### src/rtl/sparc_mem_pkg.sv
// Shared definitions for the SPARC memory unit: op3 codes, FSM states, access sizes
// and the op3 decoder used by the top level.
package sparc_mem_pkg;

    localparam logic [5:0] OP_LD   = 6'b000000;
    localparam logic [5:0] OP_LDUB = 6'b000001;
    localparam logic [5:0] OP_LDUH = 6'b000010;
    localparam logic [5:0] OP_LDSB = 6'b001001;
    localparam logic [5:0] OP_LDSH = 6'b001010;
    localparam logic [5:0] OP_ST   = 6'b000100;
    localparam logic [5:0] OP_STB  = 6'b000101;
    localparam logic [5:0] OP_STH  = 6'b000110;

    typedef enum logic [1:0] {IDLE, ACCESS, DONE} state_t;

    typedef enum logic [1:0] {SZ_B, SZ_H, SZ_W} size_t;

    typedef struct packed {
        size_t size;
        logic  is_signed;
        logic  is_store;
        logic  legal;
    } op_info_t;

    function automatic op_info_t decode_op3(input logic [5:0] op3);
        op_info_t info;
        info.size      = SZ_W;
        info.is_signed = 1'b0;
        info.is_store  = 1'b0;
        info.legal     = 1'b1;
        case (op3)
            OP_LD:   info.size = SZ_W;
            OP_LDUB: info.size = SZ_B;
            OP_LDUH: info.size = SZ_H;
            OP_LDSB: begin info.size = SZ_B; info.is_signed = 1'b1; end
            OP_LDSH: begin info.size = SZ_H; info.is_signed = 1'b1; end
            OP_ST:   begin info.size = SZ_W; info.is_store  = 1'b1; end
            OP_STB:  begin info.size = SZ_B; info.is_store  = 1'b1; end
            OP_STH:  begin info.size = SZ_H; info.is_store  = 1'b1; end
            default: info.legal = 1'b0;
        endcase
        return info;
    endfunction

endpackage

### src/rtl/sparc_mem_lane.sv
// Big-endian lane steering: extracts and extends load data from an aligned word,
// and builds byte enables plus replicated write data for stores.
module sparc_mem_lane
    import sparc_mem_pkg::*;
(
    input  logic [1:0]  size,
    input  logic        is_signed,
    input  logic [1:0]  lane,
    input  logic [31:0] rd_word,
    input  logic [31:0] st_data,
    output logic [31:0] ld_data,
    output logic [3:0]  wr_be,
    output logic [31:0] wr_word
);

    logic [7:0]  rd_byte;
    logic [15:0] rd_half;

    // NOTE: every output of a combinational block gets a default first so no path
    // through the if/case leaves it unassigned, which would infer a latch.
    always_comb begin
        case (lane)
            2'd0: rd_byte = rd_word[31:24];
            2'd1: rd_byte = rd_word[23:16];
            2'd2: rd_byte = rd_word[15:8];
            default: rd_byte = rd_word[7:0];
        endcase
        rd_half = lane[1] ? rd_word[15:0] : rd_word[31:16];

        ld_data = rd_word;
        wr_be   = 4'b1111;
        wr_word = st_data;

        // Byte enable bit 3 is the lowest address of the word (big-endian).
        if (size == SZ_B) begin
            ld_data = is_signed ? {{24{rd_byte[7]}}, rd_byte} : {24'd0, rd_byte};
            wr_be   = 4'b1000 >> lane;
            wr_word = {4{st_data[7:0]}};
        end else if (size == SZ_H) begin
            ld_data = is_signed ? {{16{rd_half[15]}}, rd_half} : {16'd0, rd_half};
            wr_be   = lane[1] ? 4'b0011 : 4'b1100;
            wr_word = {2{st_data[15:0]}};
        end
    end

endmodule

### src/rtl/sparc_mem_unit.sv
// Byte-addressed big-endian memory with RAM_enable/MFC handshake and programmable wait.
// Define MEM_ALIGN_CHECK_EN to fault misaligned accesses instead of forcing alignment.
module sparc_mem_unit
    import sparc_mem_pkg::*;
#(
    parameter int ADDR_BITS   = 9,
    parameter int WAIT_CYCLES = 2
) (
    input  logic        Clk,
    input  logic        RESET,
    input  logic        RAM_enable,
    input  logic [5:0]  RAM_OpCode,
    input  logic [31:0] MAR_Out,
    input  logic [31:0] MDR_Out,
    output logic [31:0] DataOut,
    output logic        MFC,
    output logic        MSET
);

    localparam int         DEPTH    = 1 << ADDR_BITS;
    localparam logic [3:0] CNT_LOAD = 4'(WAIT_CYCLES - 1);

    state_t                 state, next_state;
    logic [3:0]             wait_cnt;
    logic [5:0]             req_op;
    logic [ADDR_BITS-1:0]   req_addr;
    logic [31:0]            req_data;
    logic                   fault;

    logic [7:0]             mem [DEPTH];

    op_info_t               info;
    logic [ADDR_BITS-1:0]   eff_addr;
    logic [ADDR_BITS-3:0]   word_idx;
    logic                   misaligned;
    logic                   access_err;
    logic                   accept;
    logic                   do_access;
    logic [31:0]            rd_word;
    logic [31:0]            ld_data;
    logic [31:0]            wr_word;
    logic [3:0]             wr_be;

    // Address bits above the implemented array are ignored (addresses wrap).
    logic unused_addr_bits;
    assign unused_addr_bits = ^MAR_Out[31:ADDR_BITS];

    assign info = decode_op3(req_op);

`ifdef MEM_ALIGN_CHECK_EN
    assign misaligned = (info.size == SZ_W && req_addr[1:0] != 2'b00) ||
                        (info.size == SZ_H && req_addr[0]);
    assign eff_addr   = req_addr;
`else
    assign misaligned = 1'b0;
    always_comb begin
        eff_addr = req_addr;
        if (info.size == SZ_W)
            eff_addr[1:0] = 2'b00;
        else if (info.size == SZ_H)
            eff_addr[0] = 1'b0;
    end
`endif

    assign access_err = !info.legal || misaligned;
    assign word_idx   = eff_addr[ADDR_BITS-1:2];
    assign rd_word    = {mem[{word_idx, 2'd0}], mem[{word_idx, 2'd1}],
                         mem[{word_idx, 2'd2}], mem[{word_idx, 2'd3}]};

    sparc_mem_lane u_lane (
        .size      (info.size),
        .is_signed (info.is_signed),
        .lane      (eff_addr[1:0]),
        .rd_word   (rd_word),
        .st_data   (req_data),
        .ld_data   (ld_data),
        .wr_be     (wr_be),
        .wr_word   (wr_word)
    );

    // NOTE: sequential state uses non-blocking assignment so every register samples
    // pre-edge values regardless of block evaluation order.
    always_ff @(posedge Clk) begin
        if (RESET)
            state <= IDLE;
        else
            state <= next_state;
    end

    always_comb begin
        next_state = state;
        accept     = 1'b0;
        do_access  = 1'b0;
        case (state)
            IDLE: begin
                if (RAM_enable) begin
                    accept     = 1'b1;
                    next_state = ACCESS;
                end
            end
            ACCESS: begin
                if (wait_cnt == 4'd0) begin
                    do_access  = 1'b1;
                    next_state = DONE;
                end
            end
            DONE: begin
                if (!RAM_enable)
                    next_state = IDLE;
            end
            default: next_state = IDLE;
        endcase
    end

    always_ff @(posedge Clk) begin
        if (RESET) begin
            wait_cnt <= 4'd0;
            req_op   <= 6'd0;
            req_addr <= '0;
            req_data <= 32'd0;
            DataOut  <= 32'd0;
            fault    <= 1'b0;
        end else begin
            if (accept) begin
                req_op   <= RAM_OpCode;
                req_addr <= MAR_Out[ADDR_BITS-1:0];
                req_data <= MDR_Out;
                wait_cnt <= CNT_LOAD;
            end else if (state == ACCESS && wait_cnt != 4'd0) begin
                wait_cnt <= wait_cnt - 4'd1;
            end

            if (do_access) begin
                fault <= access_err;
                if (!info.is_store && !access_err)
                    DataOut <= ld_data;
            end else if (state == DONE && !RAM_enable) begin
                fault <= 1'b0;
            end
        end
    end

    // NOTE: the byte array has no reset; clearing a RAM needs a per-word write
    // sequence and would prevent mapping it onto memory macros.
    always_ff @(posedge Clk) begin
        if (!RESET && do_access && info.is_store && !access_err) begin
            for (int k = 0; k < 4; k++) begin
                if (wr_be[3-k])
                    mem[{word_idx, 2'(k)}] <= wr_word[8*(3-k) +: 8];
            end
        end
    end

    assign MFC  = (state == DONE);
    assign MSET = fault;

endmodule

### config.mk
export PLATFORM = sky130hd
export DESIGN_NAME = sparc_mem_unit
export DESIGN_NICKNAME = d
export VERILOG_FILES = /design/src/rtl/sparc_mem_pkg.sv /design/src/rtl/sparc_mem_lane.sv /design/src/rtl/sparc_mem_unit.sv
export SDC_FILE = /design/constraint.sdc
export NUM_CORES = 2
export LEC_CHECK = 0
export ABC_CLOCK_PERIOD_IN_PS = 5300
export CAP_MARGIN = 20
export CORE_UTILIZATION = 30
export CTS_CLUSTER_DIAMETER = 150
export DETAILED_ROUTE_END_ITERATION = 8
export PLACE_DENSITY_LB_ADDON = 0.2
export SETUP_SLACK_MARGIN = 0.15
export SYNTH_ARGS = -nofsm -noshare
export SYNTH_HDL_FRONTEND = slang
export SYNTH_SLANG_ARGS = --single-unit
### constraint.sdc
create_clock -name Clk -period 5.3 [get_ports Clk]
set_input_delay 0.795 -clock Clk [delete_from_list [all_inputs] [get_ports Clk]]
set_output_delay 0.795 -clock Clk [all_outputs]
set_load 0.01 [all_outputs]
Yosys cells after proc, flatten, opt, wreduce, memory -nomap -nowiden
Memory sizes are Yosys's and may differ from the RTL's. A register that Yosys moved wholly into a read port is not among the register bits.
Cells that the tools add are included.
{"block": "classes", "n_addsub": 1, "n_eq_ne": 16, "n_shift": 1, "n_mux": 50, "reduce_logical": 26}
{"op": "$mux 32", "count": 6}
{"op": "$mux 9", "count": 8}
{"op": "$mux 1", "count": 26}
{"op": "$pmux 8 s3", "count": 1}
{"op": "$eq 6x3->1 const B", "count": 3}
{"op": "$mux 16", "count": 1}
{"op": "$eq 6x4->1 const B", "count": 2}
{"op": "$mux 4", "count": 3}
{"op": "$reduce_or 3->1", "count": 3}
{"op": "$reduce_or 8->1", "count": 1}
{"op": "$eq 2x1->1 const B", "count": 3}
{"op": "$eq 2x2->1 const B", "count": 3}
{"op": "$eq 6x1->1 const B", "count": 1}
{"op": "$eq 6x2->1 const B", "count": 1}
{"op": "$logic_and 1x1->1", "count": 6}
{"op": "$logic_not 2->1", "count": 3}
{"op": "$logic_not 6->1", "count": 1}
{"op": "$mux 2", "count": 3}
{"op": "$ne 2x2->1 const B", "count": 3}
{"op": "$pmux 2 s3", "count": 1}
{"op": "$logic_not 1->1", "count": 4}
{"op": "$logic_not 4->1", "count": 1}
{"op": "$pmux 2 s2", "count": 1}
{"op": "$reduce_bool 2->1", "count": 2}
{"op": "6 further kinds", "count": 7}
{"block": "totals", "reg_bits": 86, "mem_bits_rw": 4096, "output_inout_bits": 34, "elab_cells": 103, "memories": 1}
{"name": "mem", "words": 512, "width": 8, "rd": 4, "rd_clocked_by_memory_dff": 4, "wr": 4, "line": "sparc_mem_unit.sv:30", "source": "logic [7:0] mem [DEPTH];"}

Logic depth before layout (Yosys ltp)
{"block": "logic_depth", "ltp_word": 11, "mapped_depth": 17, "depth_no_buf": 11}

Modules after synthesis
Synthesis repeated with hierarchy kept, for this count alone.
{"block": "unflattened", "hier_cells": 7110, "hier_area_um2": 162311.9}
{"module": "sparc_mem_unit", "instances": 1, "cells_each": 6933, "area_each_um2": 161085.7}
{"module": "sparc_mem_lane", "instances": 1, "cells_each": 177, "area_each_um2": 1226.2}

Worst setup path after synthesis
OpenSTA, ideal clock, no wires.
{"block": "synth_timing", "path_kind": "register to register", "startpoint": "register req_data[0]", "endpoint": "memory mem[0][0] (data pin)", "arrival_time_ns": 3.903, "required_ns": 4.745, "path_slack_ns": 0.843, "path_stages_with_launch": 3, "path_buffers": 0, "period_less_slack_ns": 4.457, "cell_sequence": "dfxtp_1 nand2_1 nand3_1"}
{"element": "start, declared", "line": "sparc_mem_unit.sv:27", "source": "logic [31:0] req_data;"}
{"element": "start signal, assigned", "line": "sparc_mem_unit.sv:127", "source": "req_data <= MDR_Out;"}
{"element": "end, declared", "line": "sparc_mem_unit.sv:30"}

==> flow_metrics.tcl <==
set metrics [dict create \
    viasPerCell 5.34 \
    startpoint_type "register" \
    vias 88400 \
    drt_iter0_markers 11000 \
    fmax_ghz 0.204 \
    cts_buffer_depth 4 \
    power_frac_seq_pct 50.3 \
    yosysSeqAreaShare_pct 75.7 \
    portBuffers 83 \
    holdBufCountCts 0 \
    end_kind "register" \
    fin_crit_ns 4.91 \
    ys_ff_latch 4189 \
    synth_top_family_by_area "multiplexers" \
    layout_commonest_cell "edfxtp_1" \
    dp_hpwl_mm 390 \
    final_nets 8968 \
    area_delta_synth_final_pct 16.6 \
    cts_tree "built" \
    swShare_pct 23.9 \
    core_sq_um 546000 \
    final_antenna_net_count 0 \
    worst-slew-pin-transition_ns 1.34 \
    post-place-ws_ns 0.0404 \
    p_switching_mw 17.6 \
    fin_crit_sh_pct 92.6 \
    layout_common_cells "4096 x edfxtp_1, 913 x mux4_2, 669 x nor2_1" \
    grt_pass1_wl_mm 775 \
    max_cap_viol_count 0 \
    worstSetupPathType "register to register" \
    p_clk_share_pct 41.7 \
    syn_area_sq_um 165000 \
    ys_types 98 \
    antenna_found_initial 54 \
    post_route_cells_drive_above_1_share_pct 25.1 \
    gr-usage-all-layers_pct 20.5 \
    syn_nets 8290 \
    synthTopCellsByArea "edfxtp_1 75%, mux4_2 12%, mux2i_1 2.6%, nor2_1 1.5%, dfxtp_1 1.1%" \
    cts_sinks 4189 \
    p_leak_nw 60.2 \
    synth_area_leader_cell "edfxtp_1" \
    hold_class "input pin to register" \
    place_congestion 0.905 \
    overflow 0 \
    clk_latency_ns 1.06 \
    tns_ns 0 \
    synth_cells 8216 \
    cp_max_fo 85 \
    rows 271 \
    die_w_um 744 \
    pwr-share-comb_pct 8.0 \
    async_flop_share_pct 0 \
    timing.hold.ws_ns 0.205 \
    rsz0062_at_grt "false" \
    syn_avg_cell_area_sq_um 20.1 \
    slew_viol_final 0 \
    slew_headroom_pct 10.5 \
    critPathMostFrequentCell "buf_4" \
    clk_pin_slew_ns 0.06 \
    postPlaceCellArea_sq_um 178000 \
    violations "design-rule violations" \
    start_util_pct 30.2 \
    totalWireLength_mm 578 \
    netlist.area_leader.share_pct 74.6 \
    numCtsBuffers 446 \
    path_cells "buf_12 > nor2_2 > buf_4 > a22oi_1 > a21boi_0 > nor4_2 > buf_4 > a32oi_1 > and4_1 > a31oi_2 > o21ai_2 > a311oi_1" \
    ios 107 \
    ys_warn_count 0 \
    grt_pass1_vias 87800 \
    htree_levels 5 \
    synth_fa_ha_area_share_pct 0.00758 \
    synthSimpleGateAreaFrac_pct 3.51 \
    firstDrtPassIters 9 \
    final_area_sq_um 192000 \
    skew_ns 0.0952 \
    required_ns 6.25 \
    final-setup-viol-count 0 \
    vdd_drop_max_mv 0.311 \
    synthFlopType "edfxtp_1" \
    drc 362 \
    cp_slowest_stage_delay_ns 0.98 \
    slowest_stage "dfxtp_4" \
    status "complete, but fails checks" \
    setup_ws_ns 0.395 \
    pwr_density_cell_nw_per_um2 382 \
    drt-wirelength-per-cell_um 34.9 \
    synth_edf_count 4096 \
    synthMuxAreaShare_pct 15.5 \
    synth_xor_area_share_pct 0.0159 \
    p_int_mw 55.9 \
    cts_root_buf "clkbuf_16" \
    die_area_sq_um 553000 \
    grt_start_max_net_pins 130 \
    hold_viol_final 0 \
    fp.dieH_um 744 \
    critPathArrivalTime_ns 5.85 \
    synth_compound_area_share_pct 3.13 \
]
[worst paths after layout]
path	to	slack (ns)	from	cells after the start
max	DataOut[20]$_SDFFE_PP0P_	0.39	register	12
min reg2reg	req_data[17]$_SDFFE_PP0P_	0.47	req_data[17]$_SDFFE_PP0P_	2
max reg2reg	DataOut[20]$_SDFFE_PP0P_	0.39	register	12
min	state[0]$_SDFFE_PP0P_	0.20	RESET	2
[registers in the layout (all words and copies together), names as in the netlist, named ones only]
name	flops
DataOut	32
MSET	1
mem	4096
req_addr	9
req_data	32
req_op	6
state	2
wait_cnt	4
[logic make-up after synthesis]
kind of cell,after synthesis
AO/OA/AOI/OAI,734
buffers and inverters,512
adder cells (fa/ha/maj),1
XOR/XNOR,3
multiplexers,1392
flip-flops,4189
AND/OR/NAND/NOR,1385
[per-layer routing]
metal	GRT usage (%)	share of wire [%]	wire length, um
met5	0.411	0.070	405
met4	8.97	4.9	28100
met3	5.81	9.1	52700
met2	31.6	45	262000
met1	26.9	40	234000
[cell type report]
type	count	area [sq um]
multi-input cells	3515	37000
clock inverters	261	2560
clock buffers	561	11700
fillers	50800	354000
inverters	12	60.1
well taps	7234	9050
diodes	53	133
flip-flops and latches	4189	125000
repair buffers	730	6850
[cell usage after synthesis (10+ instances only)]
cell type	instances
nor4_1	11
a221oi_1	25
a211oi_1	51
nand2b_1	17
nor2b_1	17
dfxtp_1	93
buf_6	57
buf_12	27
buf_2	111
a2111oi_0	11
nand2_1	451
edfxtp_1	4096
a32oi_1	10
nor3b_1	12
clkbuf_1	174
mux2i_1	428
mux4_1	14
o21ai_0	63
o21ai_1	11
nor2_1	679
a22oi_1	63
nand3_1	56
o21a_1	13
o31ai_1	11
buf_1	40
buf_4	58
a31oi_1	36
nand4_1	10
buf_8	27
o22ai_1	98
a22o_1	12
and3_1	12
nor3_1	70
and2_1	12
mux2_2	36
o221ai_1	100
a21oi_1	141
mux4_2	913
[per-stage QoR]
stage	std cells	util, %	power, mW
2_1_floorplan	8216	-	40.8
3_3_place_gp	15600	32.5	43.4
3_5_place_dp	15700	32.5	43.5
4_1_cts	16500	35.1	74.0
5_1_grt	16500	35.2	75.4
6_report	16600	35.2	73.5
[power groups by stage]
stage / Clock (mW) / Sequential (mW) / Combinational (mW)
3_5_place_dp: 0 / 37.7 / 5.82
4_1_cts: 31.2 / 37.0 / 5.84
3_3_place_gp: 0 / 37.7 / 5.75
6_report: 30.7 / 37.0 / 5.86
5_1_grt: 32.4 / 37.0 / 6.06
2_1_floorplan: 0 / 37.7 / 3.06
[worst max-delay path, delay by kind of cell, from the launching register on]
kind / cells / cell delay (ns)
compound gates: 6 / 1.39
buf+inv: 3 / 1.06
flops: 1 / 0.98
simple gates: 3 / 1.31
[repair_timing]
item                       CTS  global route
setup endpoints to repair   16            16
pin swaps                    0             0
buffers inserted             0             1
gates resized for setup      1             0
Power figures use the tool's default switching activity.
